File: src/rtl/sd_resp_rx_pkg.sv
// Shared definitions for the SD command-response receiver: FSM states,
// token lengths and the CRC7 polynomial with its serial update step.
package sd_resp_rx_pkg;

  typedef enum logic [1:0] {
    IDLE       = 2'd0,
    WAIT_START = 2'd1,
    RECV       = 2'd2,
    CHECK      = 2'd3
  } state_e;

  localparam int RESP_LEN_SHORT = 48;
  localparam int RESP_LEN_LONG  = 136;
  localparam logic [6:0] CRC7_POLY = 7'h09;

  // One serial step of x^7 + x^3 + 1, MSB first.
  function automatic logic [6:0] crc7_step(input logic [6:0] crc, input logic din);
    logic fb;
    fb = crc[6] ^ din;
    return {crc[5:0], 1'b0} ^ (fb ? CRC7_POLY : 7'h00);
  endfunction

endpackage

File: src/rtl/sd_crc7_serial.sv
// Serial CRC7 accumulator; clear together with en restarts the CRC from
// zero using the current bit, so the first covered bit needs no extra cycle.
module sd_crc7_serial
  import sd_resp_rx_pkg::*;
(
  input  logic       clk,
  input  logic       reset,
  input  logic       clear,
  input  logic       en,
  input  logic       din,
  output logic [6:0] crc
);

  logic [6:0] crc_q;
  logic [6:0] crc_d;

  always_comb begin
    crc_d = crc_q;
    if (en) begin
      crc_d = crc7_step(clear ? 7'h00 : crc_q, din);
    end else if (clear) begin
      crc_d = 7'h00;
    end
  end

  always_ff @(posedge clk or posedge reset) begin
    if (reset) crc_q <= 7'h00;
    else       crc_q <= crc_d;
  end

  assign crc = crc_q;

endmodule

File: src/rtl/sd_resp_rx.sv
// SD CMD-line response receiver: waits (bounded) for a start bit, shifts in a
// 48- or 136-bit token, then checks transmission bit, end bit and CRC7.
module sd_resp_rx
  import sd_resp_rx_pkg::*;
#(
  parameter int TIMEOUT_CYCLES = 64
) (
  input  logic         sd_clk,
  input  logic         reset,
  input  logic         rx_en,
  input  logic         resp_long,
  input  logic         crc_check,
  input  logic         sd_cmd,
  output logic         busy,
  output logic         resp_valid,
  output logic [135:0] resp_data,
  output logic         timeout,
  output logic         crc_err,
  output logic         tx_err,
  output logic         end_err,
  output state_e       dbg_state
);

  localparam int TCW = $clog2(TIMEOUT_CYCLES + 1);

  state_e         state_q, state_d;
  logic           long_q, long_d;
  logic           chk_q, chk_d;
  logic [7:0]     bcnt_q, bcnt_d;
  logic [TCW-1:0] tcnt_q, tcnt_d;
  logic [135:0]   shreg_q, shreg_d;
  logic [135:0]   resp_data_q, resp_data_d;
  logic           resp_valid_q, resp_valid_d;
  logic           timeout_q, timeout_d;
  logic           crc_err_q, crc_err_d;
  logic           tx_err_q, tx_err_d;
  logic           end_err_q, end_err_d;

  logic       shift;
  logic       crc_arm_clr;
  logic       crc_en;
  logic       crc_clr;
  logic [7:0] bit_num;
  logic [7:0] len;
  logic [7:0] crc_first;
  logic [7:0] crc_last;
  logic [6:0] crc;

  // bit_num is the 1-based index of the bit sampled this cycle.
  assign bit_num   = bcnt_q + 8'd1;
  assign len       = long_q ? 8'(RESP_LEN_LONG) : 8'(RESP_LEN_SHORT);
  assign crc_first = long_q ? 8'd9   : 8'd1;
  assign crc_last  = long_q ? 8'd128 : 8'd40;

  always_comb begin
    state_d      = state_q;
    long_d       = long_q;
    chk_d        = chk_q;
    bcnt_d       = bcnt_q;
    tcnt_d       = tcnt_q;
    shreg_d      = shreg_q;
    resp_data_d  = resp_data_q;
    resp_valid_d = 1'b0;
    timeout_d    = timeout_q;
    crc_err_d    = crc_err_q;
    tx_err_d     = tx_err_q;
    end_err_d    = end_err_q;
    shift        = 1'b0;
    crc_arm_clr  = 1'b0;
    case (state_q)
      IDLE: begin
        if (rx_en) begin
          state_d     = WAIT_START;
          long_d      = resp_long;
          chk_d       = crc_check;
          bcnt_d      = 8'd0;
          tcnt_d      = '0;
          shreg_d     = '0;
          timeout_d   = 1'b0;
          crc_err_d   = 1'b0;
          tx_err_d    = 1'b0;
          end_err_d   = 1'b0;
          crc_arm_clr = 1'b1;
        end
      end
      WAIT_START: begin
        if (!sd_cmd) begin
          shift   = 1'b1;
          shreg_d = {shreg_q[134:0], sd_cmd};
          bcnt_d  = 8'd1;
          state_d = RECV;
        end else begin
          tcnt_d = tcnt_q + TCW'(1);
          if (tcnt_d == TCW'(TIMEOUT_CYCLES)) begin
            timeout_d    = 1'b1;
            resp_valid_d = 1'b1;
            state_d      = IDLE;
          end
        end
      end
      RECV: begin
        shift   = 1'b1;
        shreg_d = {shreg_q[134:0], sd_cmd};
        bcnt_d  = bit_num;
        // Results are registered on the end-bit edge so they appear with the pulse.
        if (bit_num == len) begin
          state_d      = CHECK;
          resp_valid_d = 1'b1;
          resp_data_d  = shreg_d;
          tx_err_d     = long_q ? shreg_d[134] : shreg_d[46];
          end_err_d    = ~shreg_d[0];
          crc_err_d    = chk_q && (crc != shreg_d[7:1]);
        end
      end
      CHECK: state_d = IDLE;
      default: state_d = IDLE;
    endcase
  end

  assign crc_en  = shift && (bit_num >= crc_first) && (bit_num <= crc_last);
  assign crc_clr = crc_arm_clr || (crc_en && (bit_num == crc_first));

  sd_crc7_serial u_crc (
    .clk   (sd_clk),
    .reset (reset),
    .clear (crc_clr),
    .en    (crc_en),
    .din   (sd_cmd),
    .crc   (crc)
  );

  always_ff @(posedge sd_clk or posedge reset) begin
    if (reset) begin
      state_q      <= IDLE;
      long_q       <= 1'b0;
      chk_q        <= 1'b0;
      bcnt_q       <= 8'd0;
      tcnt_q       <= '0;
      shreg_q      <= '0;
      resp_data_q  <= '0;
      resp_valid_q <= 1'b0;
      timeout_q    <= 1'b0;
      crc_err_q    <= 1'b0;
      tx_err_q     <= 1'b0;
      end_err_q    <= 1'b0;
    end else begin
      state_q      <= state_d;
      long_q       <= long_d;
      chk_q        <= chk_d;
      bcnt_q       <= bcnt_d;
      tcnt_q       <= tcnt_d;
      shreg_q      <= shreg_d;
      resp_data_q  <= resp_data_d;
      resp_valid_q <= resp_valid_d;
      timeout_q    <= timeout_d;
      crc_err_q    <= crc_err_d;
      tx_err_q     <= tx_err_d;
      end_err_q    <= end_err_d;
    end
  end

  assign busy       = (state_q != IDLE);
  assign resp_valid = resp_valid_q;
  assign resp_data  = resp_data_q;
  assign timeout    = timeout_q;
  assign crc_err    = crc_err_q;
  assign tx_err     = tx_err_q;
  assign end_err    = end_err_q;
  assign dbg_state  = state_q;

endmodule
File: config.mk
export PLATFORM = sky130hd
export DESIGN_NAME = sd_resp_rx
export DESIGN_NICKNAME = d
export VERILOG_FILES = /design/src/rtl/sd_resp_rx_pkg.sv /design/src/rtl/sd_crc7_serial.sv /design/src/rtl/sd_resp_rx.sv
export SDC_FILE = /design/constraint.sdc
export NUM_CORES = 1
export LEC_CHECK = 0
export CAP_MARGIN = 20
export CORE_UTILIZATION = 59
export DETAILED_ROUTE_END_ITERATION = 10
export PLACE_DENSITY = 0.84
export SLEW_MARGIN = 15
export SYNTH_ARGS = -nofsm -noshare
export SYNTH_HDL_FRONTEND = slang
export SYNTH_SLANG_ARGS = --single-unit
File: constraint.sdc
create_clock -name sd_clk -period 15.54 [get_ports sd_clk]
set_input_delay 3.108 -clock sd_clk [delete_from_list [all_inputs] [get_ports sd_clk]]
set_output_delay 3.108 -clock sd_clk [all_outputs]
set_load 0.01 [all_outputs]
After elaboration in Yosys (flattened, before gate mapping)
Cells that the tools add are included.

Output and inout port bits: 144. Input bits: 6. Logic and storage cells: 89. Flip-flop bits (word level): 302.

Eq/ne operators: 13. $lt $le $gt $ge: 2. Bitwise logic cells: 3. Reductions and logical operators: 17. Mux-type cells: 39. Add/subtract/negate cells: 2.

Operator list (count): $pmux W135 S3 (1); $mux W135 (2); $mux W8 (4); $mux W7 (4); $pmux W8 S3 (1); $pmux W7 S2 (1); $mux W1 (13); $pmux W1 S2 (6); $reduce_and A3 Y1 (4); $ne A2 B2 Y1 const B (5); $add A8 B1 Y8 const B (1); $eq A8 B4 Y1 (1); $eq A8 B8 Y1 (1); $ge A8 B4 Y1 (1); $le A8 B8 Y1 (1); $mux W2 (4); $mux W4 (2); $pmux W2 S4 (1); $add A7 B1 Y7 const B (1); $eq A7 B7 Y1 const B (1); $ne A7 B7 Y1 (1); $xor A7 B7 Y7 (1); $reduce_bool A2 Y1 (3); $eq A2 B2 Y1 const B (2); other kinds (10) (14).

Depth between registers and ports, before layout
Gate-level depths: netlist (run 1).

Depth in word-level cells: 11. Depth in mapped cells: 12. Depth with buffers taken out: 11.

Cells and area by module
From an unflattened synthesis (run 1), not the netlist that was laid out.

Cells, all modules: 1135. Area total of the unflattened synthesis: 13106.3 sq um.

Modules (own cells, without submodules): sd_resp_rx (seq. area each 7382.1 sq um, cells an instance 1103, area an instance 12777.3 sq um, times used 1); sd_crc7_serial (seq. area each 175.2 sq um, cells an instance 32, area an instance 329.1 sq um, times used 1).

Worst setup path before layout (run 1)
No wires, ideal clock.

Path type: input-to-reg. Start point: in rx_en. End point: reg (tool-made name). Data required time: 15403 ps. Library setup time: 137 ps. Path slack: 10783 ps. Stages on the path: 7. Path buffers: 1. Arrival time: 4620 ps. Cell sequence: clkbuf_1 nor2b_1 or3b_2 o41ai_1 nand2_1 a21oi_1 o32ai_1.

RTL lines: from (decl) (RTL line sd_resp_rx.sv:10) `input logic rx_en,`.

Worst setup path in the final report (run 1)
Start point: in sd_cmd. End point: reg shreg_q[82].

Word-level cells in the longest chain between the ends: 2.

Ends and longest elaborated chain: from (decl) (RTL line sd_resp_rx.sv:13) `input logic sd_cmd,`; $ne A2 B2 Y1 (no source line); $reduce_and A3 Y1 (no source line); to (signal assigned) (RTL line sd_resp_rx.sv:152) `shreg_q <= shreg_d;`; to (decl) (RTL line sd_resp_rx.sv:31) `logic [135:0] shreg_q, shreg_d;`.

No other way between the ends. A chain may end at the register's enable or synchronous reset.

==> results of run 1 <==
==> sequential cells by signal, indices dropped and copies added, names as in the netlist, named ones only <==
signal and cells:
tcnt_q 7, bcnt_q 8, chk_q 1, u_crc.crc 7, long_q 1, dbg_state 1
shreg_q 135, end_err 1, resp_valid 1, resp_data 136, timeout 1, crc_err 1
tx_err 1
==> cells in the final DEF, fill, tap and decap left out, types with 2 or more instances in the layout <==
| cell type | n |
|---|---|
| sky130_fd_sc_hd__nand2_1 | 716 |
| sky130_fd_sc_hd__dfrtp_1 | 302 |
| sky130_fd_sc_hd__o21ai_0 | 153 |
| sky130_fd_sc_hd__clkdlybuf4s50_1 | 149 |
| sky130_fd_sc_hd__clkbuf_16 | 29 |
| sky130_fd_sc_hd__nor2_1 | 17 |
| sky130_fd_sc_hd__inv_1 | 13 |
| sky130_fd_sc_hd__xor2_1 | 11 |
| sky130_fd_sc_hd__mux2i_1 | 11 |
| sky130_fd_sc_hd__ha_1 | 11 |
| sky130_fd_sc_hd__clkinv_2 | 9 |
| sky130_fd_sc_hd__buf_4 | 9 |
| sky130_fd_sc_hd__nand3_1 | 8 |
| sky130_fd_sc_hd__nand4_1 | 8 |
| sky130_fd_sc_hd__a21oi_1 | 7 |
| sky130_fd_sc_hd__nor3_1 | 5 |
| sky130_fd_sc_hd__clkbuf_1 | 5 |
| sky130_fd_sc_hd__clkbuf_8 | 5 |
| sky130_fd_sc_hd__xnor2_1 | 4 |
| sky130_fd_sc_hd__a31oi_1 | 4 |
| sky130_fd_sc_hd__and2_1 | 4 |
| sky130_fd_sc_hd__a22o_1 | 3 |
| sky130_fd_sc_hd__and3_1 | 3 |
| sky130_fd_sc_hd__o211ai_1 | 3 |
| sky130_fd_sc_hd__o21a_1 | 2 |
| sky130_fd_sc_hd__nor4_1 | 2 |
| sky130_fd_sc_hd__a211oi_1 | 2 |
| sky130_fd_sc_hd__a21o_1 | 2 |
| sky130_fd_sc_hd__o22ai_1 | 2 |
| sky130_fd_sc_hd__nor2b_1 | 2 |
| sky130_fd_sc_hd__mux2_2 | 2 |
| sky130_fd_sc_hd__bufinv_16 | 2 |
==> per-layer routing <==
layer / routed length, µm / share of wire / vias to the layer above
met5: 0 / 0 / -
met4: 486 / 0.018 / 0
met3: 1544 / 0.059 / 40
met2: 12640 / 0.48 / 298
met1: 11680 / 0.44 / 4670
li1: - / - / 4705
==> worst max path at each step <==
| stage | endpoint |
|---|---|
| final | shreg_q[82]$_DFFE_PP0P_ |
| after global routing | shreg_q[82]$_DFFE_PP0P_ |
| after CTS | shreg_q[82]$_DFFE_PP0P_ |
| after detailed placement | shreg_q[91]$_DFFE_PP0P_ |
| after global placement | bcnt_q[5]$_DFFE_PP0P_ |
| after floorplan | asynchronous set/reset pin |
==> worst register-to-register path, stage by stage (launching register included) <==
cell and delay (ns):
sky130_fd_sc_hd__dfrtp_1 0.58, sky130_fd_sc_hd__nand2_1 0.13, sky130_fd_sc_hd__nor2_1 0.24, sky130_fd_sc_hd__and3_1 0.22
sky130_fd_sc_hd__xor2_1 0.24, sky130_fd_sc_hd__ha_1 0.19, sky130_fd_sc_hd__nand3_1 0.15, sky130_fd_sc_hd__nor4_2 0.34
sky130_fd_sc_hd__buf_4 0.52, sky130_fd_sc_hd__buf_4 0.73, sky130_fd_sc_hd__nand2_1 0.21, sky130_fd_sc_hd__nand2_1 0.13
==> kinds of logic after synthesis <==
kind of cell    share of synthesized area
compound gates                    0.08712
xor+xnor                          0.01229
fa+ha+maj                         0.01099
buf+inv                           0.03567
flops                              0.6035
mux                               0.01059
simple gates                       0.2399
==> layout make-up <==
type,instances,area (µm²),area share
Inverter,14,60.06,0.003994
Sequential cell,302,7557,0.5025
Clock buffer,39,813.3,0.05408
Clock inverter,13,121.4,0.008071
Tap cell,270,337.8,0.02246
Timing Repair Buffer,160,1598,0.1062
Multi-Input combinational cell,1009,4551,0.3026
==> through the flow <==
step	utilization	hold WS [ns]	power, mW
3_5_place_dp	0.6866	0.4554	0.8841
6_report	0.7338	0.4634	1.556
5_1_grt	0.7338	0.4899	1.610
3_3_place_gp	0.6866	0.4488	0.8815
2_1_floorplan	-	0.4457	0.8701
4_1_cts	0.7322	0.4696	1.568
==> power by group <==
part / switching, mW / internal [mW]
clock network: 0.287 / 0.399
registers: 0.0155 / 0.802
logic: 0.0324 / 0.0196
==> qor.json, run 1 <==
{
  "globalplace.congestion": 0.8556,
  "drive_gt1_frac": 0.04619,
  "crit_path_cell_trace": "clkdlybuf4s50_1, nand2_1, o311ai_4, buf_4, buf_6, o21ai_0",
  "final_cell_count_no_fill": 1807,
  "vias": 9713,
  "clk_latency_ns": 0.53,
  "dp_hpwl_mm": 16.07,
  "outcome": "completed",
  "drcViolationCount": 0,
  "timing.max_slew.rel_slack": 0.3663,
  "dieWidth_um": 147.7,
  "placedInstanceArea_um2": 14070,
  "mappedNetlistNets": 1429,
  "worst_path_max_delay_cell": "sky130_fd_sc_hd__clkdlybuf4s50_1",
  "timing.hold.worst.start": "resp_data[134]$_DFFE_PP0P_",
  "unrepaired_setup_endpoints_after_global_routing": "no",
  "r2r_startpoint": "bcnt_q[4]$_DFFE_PP0P_",
  "timing.critical_path.fanout_max": 148,
  "cp-start-kind": "input port",
  "synth_edf_count": 0,
  "timing.hold.worst_path_depth": 2,
  "grt_busiest_layer": "met2",
  "power_per_cell_area_nw_per_um2": 103.5,
  "number_of_antenna_repair_diodes": 0,
  "timing.critical_path.to_type": "flop",
  "finalWirelength_mm": 26.35,
  "final_net_count": 1532,
  "synth_area_leader_cell": "sky130_fd_sc_hd__dfrtp_1",
  "post_cts_buffers": 0,
  "critical_path_depth": 6,
  "yosys_most_used_dff": "sky130_fd_sc_hd__dfrtp_1",
  "hold-path-endpoint": "resp_data[134]$_DFFE_PP0P_",
  "yosys.area.top_type_share": 0.6035,
  "area_delta_synth_final_pct": 20.08,
  "htreeDepth": 1,
  "setup_ws_ns": 9.749,
  "ys_seq_elements": 302,
  "ant_nets": 0,
  "clock-skew-final_ns": 0.01918,
  "timing_max_transition_violations_final": 0,
  "max_cap_viol_count": 0,
  "leakagePower_nw": 7.330,
  "final.min_clock_period_ns": 5.791,
  "crit_family": "buffers and inverters",
  "seq_area_frac_synth": 0.6035,
  "async_set_or_reset_register_ratio_after_synthesis": 1.000,
  "max_slew.worst_pin.slew_ns": 0.9506,
  "initial_cell_density_of_the_core": 0.6111,
  "first_pass_grt_wire_length_mm": 44.46,
  "cts.clk_slew.worst_paths_ns": 0.06,
  "avg_wl_per_cell_um": 14.58,
  "crit-reg2reg-capture": "resp_data[84]$_DFFE_PP0P_",
  "clock_tree_from_tritoncts": "built",
  "cts.root.buffer_cell": "sky130_fd_sc_hd__clkbuf_16",
  "detailedPlace.worstSlack_ns": 9.009,
  "numClockSinks": 302,
  "worst-path-buf-inv": 3,
  "floorplan.die_area_um2": 21810,
  "setup_viol": 0,
  "design_area_um2": 15040,
  "worst-r2r-cell-count": 11,
  "drtIter0Drc": 825,
  "groute.usage.overall": 0.2476,
  "antenna_found_initial": 0,
  "num-fill-cells": 1476,
  "postSynthAreaPerCell_um2": 8.869,
  "die_h_um": 147.7,
  "ctsResizeCount": 0,
  "post-synth-top-count-cell": "sky130_fd_sc_hd__nand2_1",
  "fin_tns_setup_ns": 0,
  "synth-warning-count": 0,
  "tritoncts.num_buffers": 28,
  "grt_util_met2": 0.4002,
  "synth_area_leaders": "sky130_fd_sc_hd__dfrtp_1 (60%), sky130_fd_sc_hd__nand2_1 (21%), sky130_fd_sc_hd__o21ai_0 (6.1%)",
  "max_stage_delay_ns": 0.88,
  "ir_drop_mv": 0.08183,
  "std_cell_rows": 52,
  "grt_use_met1": 0.3543,
  "commonest_cells_in_the_synthesized_netlist": "sky130_fd_sc_hd__nand2_1 (716), sky130_fd_sc_hd__dfrtp_1 (302), sky130_fd_sc_hd__o21ai_0 (153), sky130_fd_sc_hd__buf_2 (42), sky130_fd_sc_hd__clkbuf_1 (41)",
  "clk_path_buf_depth": 3,
  "via_count_of_the_first_global_routing_pass": 9244,
  "worst_hold_path_type": "reg -> reg",
  "max_freq_mhz": 172.7,
  "synth_cells": 1412,
  "finalHoldViolations": 0,
  "groute.layer.met3.usage": 0.03272,
  "io_buffers": 149,
  "netlist_area_um2": 12520,
  "hold_buf_cts": 0,
  "grt_max_degree": 149,
  "detailedRoute.firstPassIterationCount": 5,
  "area_of_the_core_um2": 20490,
  "critPathLaunch": "sd_cmd",
  "yosys.cell_types.count": 55,
  "r2r_slack_ns": 11.79,
  "arrival_ns": 6.14,
  "crit_required_ns": 15.89,
  "top_level_ports": 150,
  "post_drt_via_cell_ratio": 5.375,
  "period_share": 0.3726,
  "grt_overflow": 0,
  "placed_cells_incl_taps": 1754,
  "criticalPathCategory": "in -> reg"
}
No activity file was read; power rests on OpenSTA's default activity.
==> inputs of run 2 (changes only) <==
CORE_UTILIZATION = 56   (was 59)
PLACE_DENSITY = 0.8   (was 0.84)
clock period = 5.33 ns   (was 15.54 ns; I/O delays follow)
==> run 2 against run 1 <==
Power grew to 3.0 times the previous value. Clock skew fell by 0.011 ns. Final cell count increased by 0.61%. Worst hold slack got worse by 0.00058 ns. Register-to-register slack got worse by 10 ns. Die area grew 5.3%. Sequential cell count is the same. Worst setup slack worse by 8.0 ns. Global-route usage decreased by 1.0 points. Non-clock buffer count is 3 lower. Clock power increased to 3.2 times the previous value. Critical path type is now reg -> reg. Largest cell class unchanged. Highest routed layer unchanged.
==> qor.json, run 2 (synthesis gave the netlist of run 1 again) <==
{
  "worst_hold_path_type": "reg -> reg",
  "timing_max_transition_violations_final": {"value": 0, "change": "unchanged"},
  "timing.critical_path.to_type": "flop",
  "max_cap_viol_count": {"value": 0, "change": "unchanged"},
  "critical_path_depth": {"value": 10, "change": "+4"},
  "final.min_clock_period_ns": 3.584,
  "num-fill-cells": {"value": 1672, "change": "+13%"},
  "multi_input_area": {"value": 4551, "unit": "µm²", "change": "unchanged"},
  "fin_tns_setup": {"value": 0, "unit": "ns", "change": "unchanged"},
  "arrival": {"value": 4.07, "unit": "ns", "change": "-2.07 ns"},
  "post_drt_via_cell_ratio": {"value": 5.326, "change": "-0.91%"},
  "path_common_cell": "sky130_fd_sc_hd__nand2_1",
  "cts.root.buffer_cell": "sky130_fd_sc_hd__clkbuf_16",
  "htreeDepth": {"value": 1, "change": "unchanged"},
  "power.switching_fraction": {"value": 0.2167, "change": "+0.001186"},
  "setup_viol": {"value": 0, "change": "unchanged"},
  "ant_nets": {"value": 0, "change": "unchanged"},
  "detailedPlace.worstSlack": {"value": 1.488, "unit": "ns", "change": "-7.521 ns"},
  "grt_overflow": {"value": 0, "change": "unchanged"},
  "utilization": {"value": 0.6919, "change": "-0.04183"},
  "globalplace.congestion": {"value": 0.8523, "change": "-0.39%"},
  "timing.max_slew.rel_slack": {"value": 0.3076, "change": "-0.05870"},
  "unrepaired_setup_endpoints_after_global_routing": "no",
  "first_pass_grt_wire_length": {"value": 44.16, "unit": "mm", "change": "-0.68%"},
  "leakagePower": {"value": 7.360, "unit": "nW", "change": "+0.41%"},
  "worst_path_max_delay_cell": "sky130_fd_sc_hd__or4_4",
  "dp_hpwl": {"value": 15.70, "unit": "mm", "change": "-2.3%"},
  "finalWirelength": {"value": 26.50, "unit": "mm", "change": "+0.58%"},
  "dieWidth": {"value": 151.5, "unit": "µm", "change": "+2.6%"},
  "crit_family": "simple AND/OR/NAND/NOR gates",
  "numClockSinks": {"value": 302, "change": "unchanged"},
  "layout_commonest_cell": "sky130_fd_sc_hd__nand2_1",
  "power_switching": {"value": 1.025, "unit": "mW", "change": "+210%"},
  "floorplan.die_area": {"value": 22960, "unit": "µm²", "change": "+5.3%"},
  "die_h": {"value": 151.5, "unit": "µm", "change": "+2.6%"},
  "ctsResizeCount": {"value": 0, "change": "unchanged"},
  "r2r_slack": {"value": 1.75, "unit": "ns", "change": "-10.04 ns"},
  "clk_latency": {"value": 0.55, "unit": "ns", "change": "+0.02 ns"},
  "finalHoldViolations": {"value": 0, "change": "unchanged"},
  "io_buffers": {"value": 149, "change": "unchanged"},
  "timing.hold.worst_path_depth": {"value": 2, "change": "unchanged"},
  "crit_path_cell_trace": "nand2_1, nor2_1, and3_1, xor2_1, ha_1, nand3_1, or4_4, buf_4, nand2_1, nand2_1",
  "portion_of_total_power_attributed_to_the_clock_network": {"value": 0.463, "change": "+0.022"},
  "drcViolationCount": {"value": 0, "change": "unchanged"},
  "grt_max_degree": {"value": 248, "change": "+66%"},
  "drive_gt1_frac": {"value": 0.04616, "change": "about the same"},
  "max_freq_mhz": 279.0,
  "top_level_ports": {"value": 150, "change": "unchanged"},
  "post-layout-total-power": {"value": 4.731, "unit": "mW", "change": "+200%"},
  "worst-path-buf-inv": {"value": 1, "change": "-2"},
  "period_share": 0.6724,
  "post_cts_buffers": {"value": 0, "change": "unchanged"},
  "std_cell_rows": {"value": 54, "change": "+3.8%"},
  "avg_wl_per_cell": {"value": 14.58, "unit": "µm", "change": "about the same"},
  "area_of_the_core": {"value": 21890, "unit": "µm²", "change": "+6.8%"},
  "drtIter0Drc": {"value": 677, "change": "-18%"},
  "crit_required": {"value": 5.82, "unit": "ns", "change": "-10.07 ns"},
  "sequential_fraction_of_design_power": {"value": 0.505, "change": "-0.021"},
  "max_slew.worst_pin.slew": {"value": 1.039, "unit": "ns", "change": "+0.08805 ns"},
  "antenna_found_initial": {"value": 0, "change": "unchanged"},
  "detailedRoute.firstPassIterationCount": {"value": 7, "change": "+2"},
  "initial_cell_density_of_the_core": {"value": 0.5721, "change": "-0.03898"},
  "clk_path_buf_depth": {"value": 3, "change": "unchanged"},
  "largest_reg_flops": {"value": 136, "change": "unchanged"},
  "groute.usage.overall": {"value": 0.2373, "change": "-0.01036"},
  "setup_ws": {"value": 1.746, "unit": "ns", "change": "-8.003 ns"},
  "cp-start-kind": "flop",
  "outcome": "completed",
  "clock-skew-final": {"value": 0.007916, "unit": "ns", "change": "-0.01126 ns"},
  "number_of_antenna_repair_diodes": {"value": 0, "change": "unchanged"},
  "timing.critical_path.fanout_max": {"value": 92, "change": "-38%"},
  "comb_power_share": {"value": 0.032, "change": "about the same"},
  "ir_drop": {"value": 0.2600, "unit": "mV", "change": "+220%"},
  "clock_tree_from_tritoncts": "built",
  "worst-r2r-cell-count": {"value": 10, "change": "-1"},
  "area_delta_synth_final_pct": 20.95,
  "most-common-layout-cells": "sky130_fd_sc_hd__nand2_1 (716), sky130_fd_sc_hd__dfrtp_1 (302), sky130_fd_sc_hd__o21ai_0 (153)",
  "final_net_count": {"value": 1532, "change": "unchanged"},
  "max_stage_delay": {"value": 0.82, "unit": "ns", "change": "-0.06 ns"},
  "cts.clk_slew.worst_paths": {"value": 0.06, "unit": "ns", "change": "about the same"},
  "sequential_cell_area": {"value": 7557, "unit": "µm²", "change": "unchanged"},
  "cell_internal_pwr": {"value": 3.706, "unit": "mW", "change": "+200%"},
  "criticalPathCategory": "reg -> reg",
  "tritoncts.num_buffers": {"value": 31, "change": "+11%"},
  "hold_buf_cts": {"value": 0, "change": "unchanged"},
  "vias": {"value": 9683, "change": "-0.31%"},
  "via_count_of_the_first_global_routing_pass": {"value": 9145, "change": "-1.1%"},
  "power_per_cell_area": {"value": 312.4, "unit": "nW/µm²", "change": "+200%"}
}
[run 2: changes by cell type in the layout (fill, tap and decap cells not counted)]
cell	previous run	this run
sky130_fd_sc_hd__clkinv_2	9	6
sky130_fd_sc_hd__buf_12	0	3
sky130_fd_sc_hd__bufinv_16	2	3
sky130_fd_sc_hd__clkbuf_8	5	7
sky130_fd_sc_hd__inv_6	0	2
sky130_fd_sc_hd__clkbuf_1	5	6
sky130_fd_sc_hd__clkinvlp_4	1	2
sky130_fd_sc_hd__buf_16	1	0
sky130_fd_sc_hd__buf_4	9	4
sky130_fd_sc_hd__inv_8	1	0
sky130_fd_sc_hd__clkbuf_16	29	31
sky130_fd_sc_hd__clkinv_4	1	0
[run 2: final cells by class]
type,count,share of cell area
Tap cell,280,0.02313
Sequential cell,302,0.4989
Multi-Input combinational cell,1009,0.3004
Clock buffer,44,0.05906
Clock inverter,12,0.009582
Timing Repair Buffer,157,0.1052
Inverter,14,0.003717
[run 2: per-stage QoR]
stage | cells | cell area [µm²] | hold slack, ns
after floorplan | 1412 | 12530 | 0.4457
after global placement | 1761 | 14100 | 0.4489
after detailed placement | 1761 | 14100 | 0.4542
after CTS | 1817 | 15140 | 0.4684
after global routing | 1818 | 15150 | 0.4847
final | 1818 | 15150 | 0.4628
[run 2: path summary, 6_finish.rpt]
check                                            endpoint                      start
min in group asynchronous          shreg_q[1]$_DFFE_PP0P_                      reset
max in group asynchronous       resp_data[18]$_DFFE_PP0P_                      reset
worst max register to register  resp_data[43]$_DFFE_PP0P_      bcnt_q[4]$_DFFE_PP0P_
worst max-delay path            resp_data[43]$_DFFE_PP0P_      bcnt_q[4]$_DFFE_PP0P_
worst min-delay path            resp_data[62]$_DFFE_PP0P_  resp_data[62]$_DFFE_PP0P_
worst min register to register  resp_data[62]$_DFFE_PP0P_  resp_data[62]$_DFFE_PP0P_
[run 2: routing by layer]
| metal | track usage | vias to the layer above | part of all wire |
|---|---|---|---|
| met5 | 0 | - | 0 |
| met2 | 0.3833 | 258 | 0.48 |
| met1 | 0.3370 | 4662 | 0.44 |
| li1 | - | 4714 | - |
| met3 | 0.02934 | 49 | 0.048 |
| met4 | 0.07327 | 0 | 0.024 |
[run 2: worst register-to-register path: cells and delay by family, from the launching register on]
family	cells	cell delay, ns
and+or+nand+nor	7	1.84
xor gates and xnor gates	1	0.24
buffers and inverters	1	0.59
DFF	1	0.57
adders and majority gates	1	0.30
[run 2: power by group through the flow]
stage	Sequential (mW)	Clock, mW	Combinational [mW]
final	2.39	2.19	0.153
after global routing	2.39	2.32	0.179
after CTS	2.39	2.22	0.156
after detailed placement	2.43	0	0.156
after global placement	2.43	0	0.148
after floorplan	2.42	0	0.120
==> inputs of run 3 (changes only) <==
clock period = 3.65 ns   (was 5.33 ns; I/O delays follow)
==> run 3 against run 2 <==
Fmax up 13%. Wire length rose by 1.3%. Sequential share of layout area shrank 0.84 points. Worst hold slack worse by 0.0029 ns. Largest power group unchanged. Critical path depth stayed put. Global-route usage grew 0.32 points. Final cell count rose by 0.77%. Clock-buffer cell count rose by 4. Clock skew increased by 0.0086 ns. Die area stayed put. Design area rose by 1.7%.
==> qor.json, run 3 (synthesis gave the netlist of run 1 again) <==
{
  "worst_hold_path_type": "reg -> reg",
  "floorplan.die_area": {"value": 22960, "unit": "µm²", "change": "unchanged"},
  "tritoncts.num_buffers": {"value": 30, "change": "-3.2%"},
  "finalHoldViolations": {"value": 0, "change": "unchanged"},
  "htreeDepth": {"value": 1, "change": "unchanged"},
  "clk_latency": {"value": 0.54, "unit": "ns", "change": "about the same"},
  "ir_drop": {"value": 0.4042, "unit": "mV", "change": "+55%"},
  "initial_cell_density_of_the_core": {"value": 0.5721, "change": "unchanged"},
  "clk_path_buf_depth": {"value": 3, "change": "unchanged"},
  "detailedRoute.firstPassIterationCount": {"value": 5, "change": "-2"},
  "setup_ws": {"value": 0.4813, "unit": "ns", "change": "-1.265 ns"},
  "placed_cells_incl_taps": {"value": 1776, "change": "+0.85%"},
  "post_cts_buffers": {"value": 0, "change": "unchanged"},
  "dieWidth": {"value": 151.5, "unit": "µm", "change": "unchanged"},
  "arrival": {"value": 3.60, "unit": "ns", "change": "-0.47 ns"},
  "io_buffers": {"value": 149, "change": "unchanged"},
  "crit_family": "simple AND/OR/NAND/NOR gates",
  "finalWirelength": {"value": 26.84, "unit": "mm", "change": "+1.3%"},
  "top_level_ports": {"value": 150, "change": "unchanged"},
  "critical_path_depth": {"value": 10, "change": "unchanged"},
  "design_area": {"value": 15410, "unit": "µm²", "change": "+1.7%"},
  "period_share": {"value": 0.8681, "change": "+0.1957"},
  "timing_max_transition_violations_final": {"value": 0, "change": "unchanged"},
  "cts.root.buffer_cell": "sky130_fd_sc_hd__clkbuf_16",
  "worst-path-buf-inv": {"value": 1, "change": "unchanged"},
  "crit-reg2reg-capture": "resp_data[83]$_DFFE_PP0P_",
  "post-layout-total-power": {"value": 7.029, "unit": "mW", "change": "+49%"},
  "outcome": "completed",
  "num-fill-cells": {"value": 1657, "change": "-0.90%"},
  "finalHoldWorstSlack": {"value": 0.4599, "unit": "ns", "change": "-0.002924 ns"},
  "r2r_slack": {"value": 0.48, "unit": "ns", "change": "-1.26 ns"},
  "grt_overflow": {"value": 0, "change": "unchanged"},
  "max_cap_viol_count": {"value": 0, "change": "unchanged"},
  "timing.hold.worst_path_depth": {"value": 2, "change": "unchanged"},
  "detailedPlace.worstSlack": {"value": 0.6447, "unit": "ns", "change": "-0.8430 ns"},
  "number_of_antenna_repair_diodes": {"value": 0, "change": "unchanged"},
  "leakagePower": {"value": 7.479, "unit": "nW", "change": "+1.6%"},
  "unrepaired_setup_endpoints_after_global_routing": "no",
  "final.min_clock_period": {"value": 3.169, "unit": "ns", "change": "-0.4154 ns"},
  "critPathLaunch": "bcnt_q[4]$_DFFE_PP0P_",
  "crit_required": {"value": 4.08, "unit": "ns", "change": "-1.74 ns"},
  "drcViolationCount": {"value": 0, "change": "unchanged"},
  "groute.usage.overall": {"value": 0.2405, "change": "+0.003220"},
  "first_pass_grt_wire_length": {"value": 44.49, "unit": "mm", "change": "+0.75%"},
  "max_stage_delay": {"value": 0.65, "unit": "ns", "change": "-0.17 ns"},
  "hold_buf_cts": {"value": 0, "change": "unchanged"},
  "layout_commonest_cell": "sky130_fd_sc_hd__nand2_1",
  "globalplace.congestion": {"value": 0.8692, "change": "+2.0%"},
  "max_slew.worst_pin.slew": {"value": 0.8628, "unit": "ns", "change": "-0.1759 ns"},
  "criticalPathCategory": "reg -> reg",
  "drive_gt1_frac": {"value": 0.05477, "change": "+0.008604"},
  "power_per_cell_area": {"value": 456.2, "unit": "nW/µm²", "change": "+46%"},
  "ctsResizeCount": {"value": 0, "change": "unchanged"},
  "worst-r2r-cell-count": {"value": 10, "change": "unchanged"},
  "vias": {"value": 9823, "change": "+1.4%"},
  "most-common-layout-cells": "sky130_fd_sc_hd__nand2_1 (716), sky130_fd_sc_hd__dfrtp_1 (302), sky130_fd_sc_hd__o21ai_0 (153)",
  "r2r_startpoint": "bcnt_q[4]$_DFFE_PP0P_",
  "final_cell_count_no_fill": {"value": 1832, "change": "+0.77%"},
  "area_of_the_core": {"value": 21890, "unit": "µm²", "change": "unchanged"},
  "timing.critical_path.to_type": "flop",
  "utilization": {"value": 0.7038, "change": "+0.01189"},
  "worst_path_max_delay_cell": "sky130_fd_sc_hd__or4_4",
  "clock-skew-final": {"value": 0.01647, "unit": "ns", "change": "+0.008551 ns"},
  "std_cell_rows": {"value": 54, "change": "unchanged"},
  "via_count_of_the_first_global_routing_pass": {"value": 9203, "change": "+0.63%"},
  "antenna_found_initial": {"value": 0, "change": "unchanged"},
  "timing.max_slew.rel_slack": {"value": 0.4248, "change": "+0.1173"},
  "setup_viol": {"value": 0, "change": "unchanged"},
  "clock_tree_from_tritoncts": "built",
  "fin_tns_setup": {"value": 0, "unit": "ns", "change": "unchanged"},
  "largest_reg_flops": {"value": 136, "change": "unchanged"},
  "placedInstanceArea": {"value": 14310, "unit": "µm²", "change": "+1.5%"},
  "timing.critical_path.fanout_max": {"value": 124, "change": "+35%"},
  "drtIter0Drc": {"value": 663, "change": "-2.1%"},
  "cts.clk_slew.worst_paths": {"value": 0.06, "unit": "ns", "change": "about the same"},
  "max_freq": {"value": 315.6, "unit": "MHz", "change": "+13%"},
  "avg_wl_per_cell": {"value": 14.65, "unit": "µm", "change": "+0.52%"},
  "post_drt_via_cell_ratio": {"value": 5.362, "change": "+0.67%"},
  "path_common_cell": "sky130_fd_sc_hd__nand2_1",
  "timing.hold.worst.start": "resp_data[74]$_DFFE_PP0P_",
  "grt_max_degree": {"value": 125, "change": "-50%"},
  "final_net_count": {"value": 1545, "change": "+0.85%"},
  "hold-path-endpoint": "resp_data[74]$_DFFE_PP0P_",
  "dp_hpwl": {"value": 16.70, "unit": "mm", "change": "+6.4%"},
  "numClockSinks": {"value": 302, "change": "unchanged"},
  "die_h": {"value": 151.5, "unit": "µm", "change": "unchanged"},
  "ant_nets": {"value": 0, "change": "unchanged"},
  "crit_path_cell_trace": "nand2_1, nor2_1, and3_1, xor2_1, ha_1, nand3_1, or4_4, buf_12, nand2_1, nand2_1",
  "area_delta_synth_final_pct": 23.03,
  "cp-start-kind": "flop"
}
[run 3: cell count changes in the layout (fill, tap and decap cells not counted)]
cell | previous run | this run
sky130_fd_sc_hd__buf_4 | 4 | 11
sky130_fd_sc_hd__clkinv_4 | 0 | 1
sky130_fd_sc_hd__clkinvlp_4 | 2 | 3
sky130_fd_sc_hd__buf_6 | 1 | 0
sky130_fd_sc_hd__buf_12 | 3 | 11
sky130_fd_sc_hd__inv_6 | 2 | 0
sky130_fd_sc_hd__bufinv_16 | 3 | 4
sky130_fd_sc_hd__clkbuf_8 | 7 | 11
sky130_fd_sc_hd__clkinv_2 | 6 | 1
[run 3: worst max-delay path by stage]
stage	endpoint	slack [ns]
after floorplan	asynchronous set/reset pin	-1.10
after global placement	flop	0.70
after detailed placement	resp_data[83]$_DFFE_PP0P_	0.64
after CTS	resp_data[83]$_DFFE_PP0P_	0.58
after global routing	flop	0.27
final	resp_data[83]$_DFFE_PP0P_	0.48
[run 3: power breakdown]
part | total [mW] | leakage [nW] | internal [mW] | switching [mW]
registers | 3.49 | 4.06 | 3.42 | 0.0685
clock network | 3.31 | 0.533 | 2.06 | 1.25
logic | 0.233 | 2.89 | 0.0945 | 0.139
total | 7.03 | 7.48 | 5.57 | 1.46
[run 3: layout make-up]
class                           count  area [µm²]  area share
Clock buffer                       48       949.7     0.06164
Clock inverter                      8       148.9    0.009664
Inverter                           14       56.30    0.003654
Multi-Input combinational cell   1009        4551      0.2954
Sequential cell                   302        7557      0.4905
Tap cell                          280       350.3     0.02274
Timing Repair Buffer              171        1794      0.1165
[run 3: worst min-delay path, stage by stage, from the launching register on]
cell,delay [ns]
sky130_fd_sc_hd__dfrtp_1,0.33
sky130_fd_sc_hd__nand2_1,0.05
sky130_fd_sc_hd__nand2_1,0.05
[run 3: metal layers]
metal  wire [µm]  vias up  track usage
met5           0        -            0
met4         651        0      0.07228
met3        1357       52      0.03263
met2       12780      268       0.3993
met1       12060     4760       0.3311
li1            -     4743            -
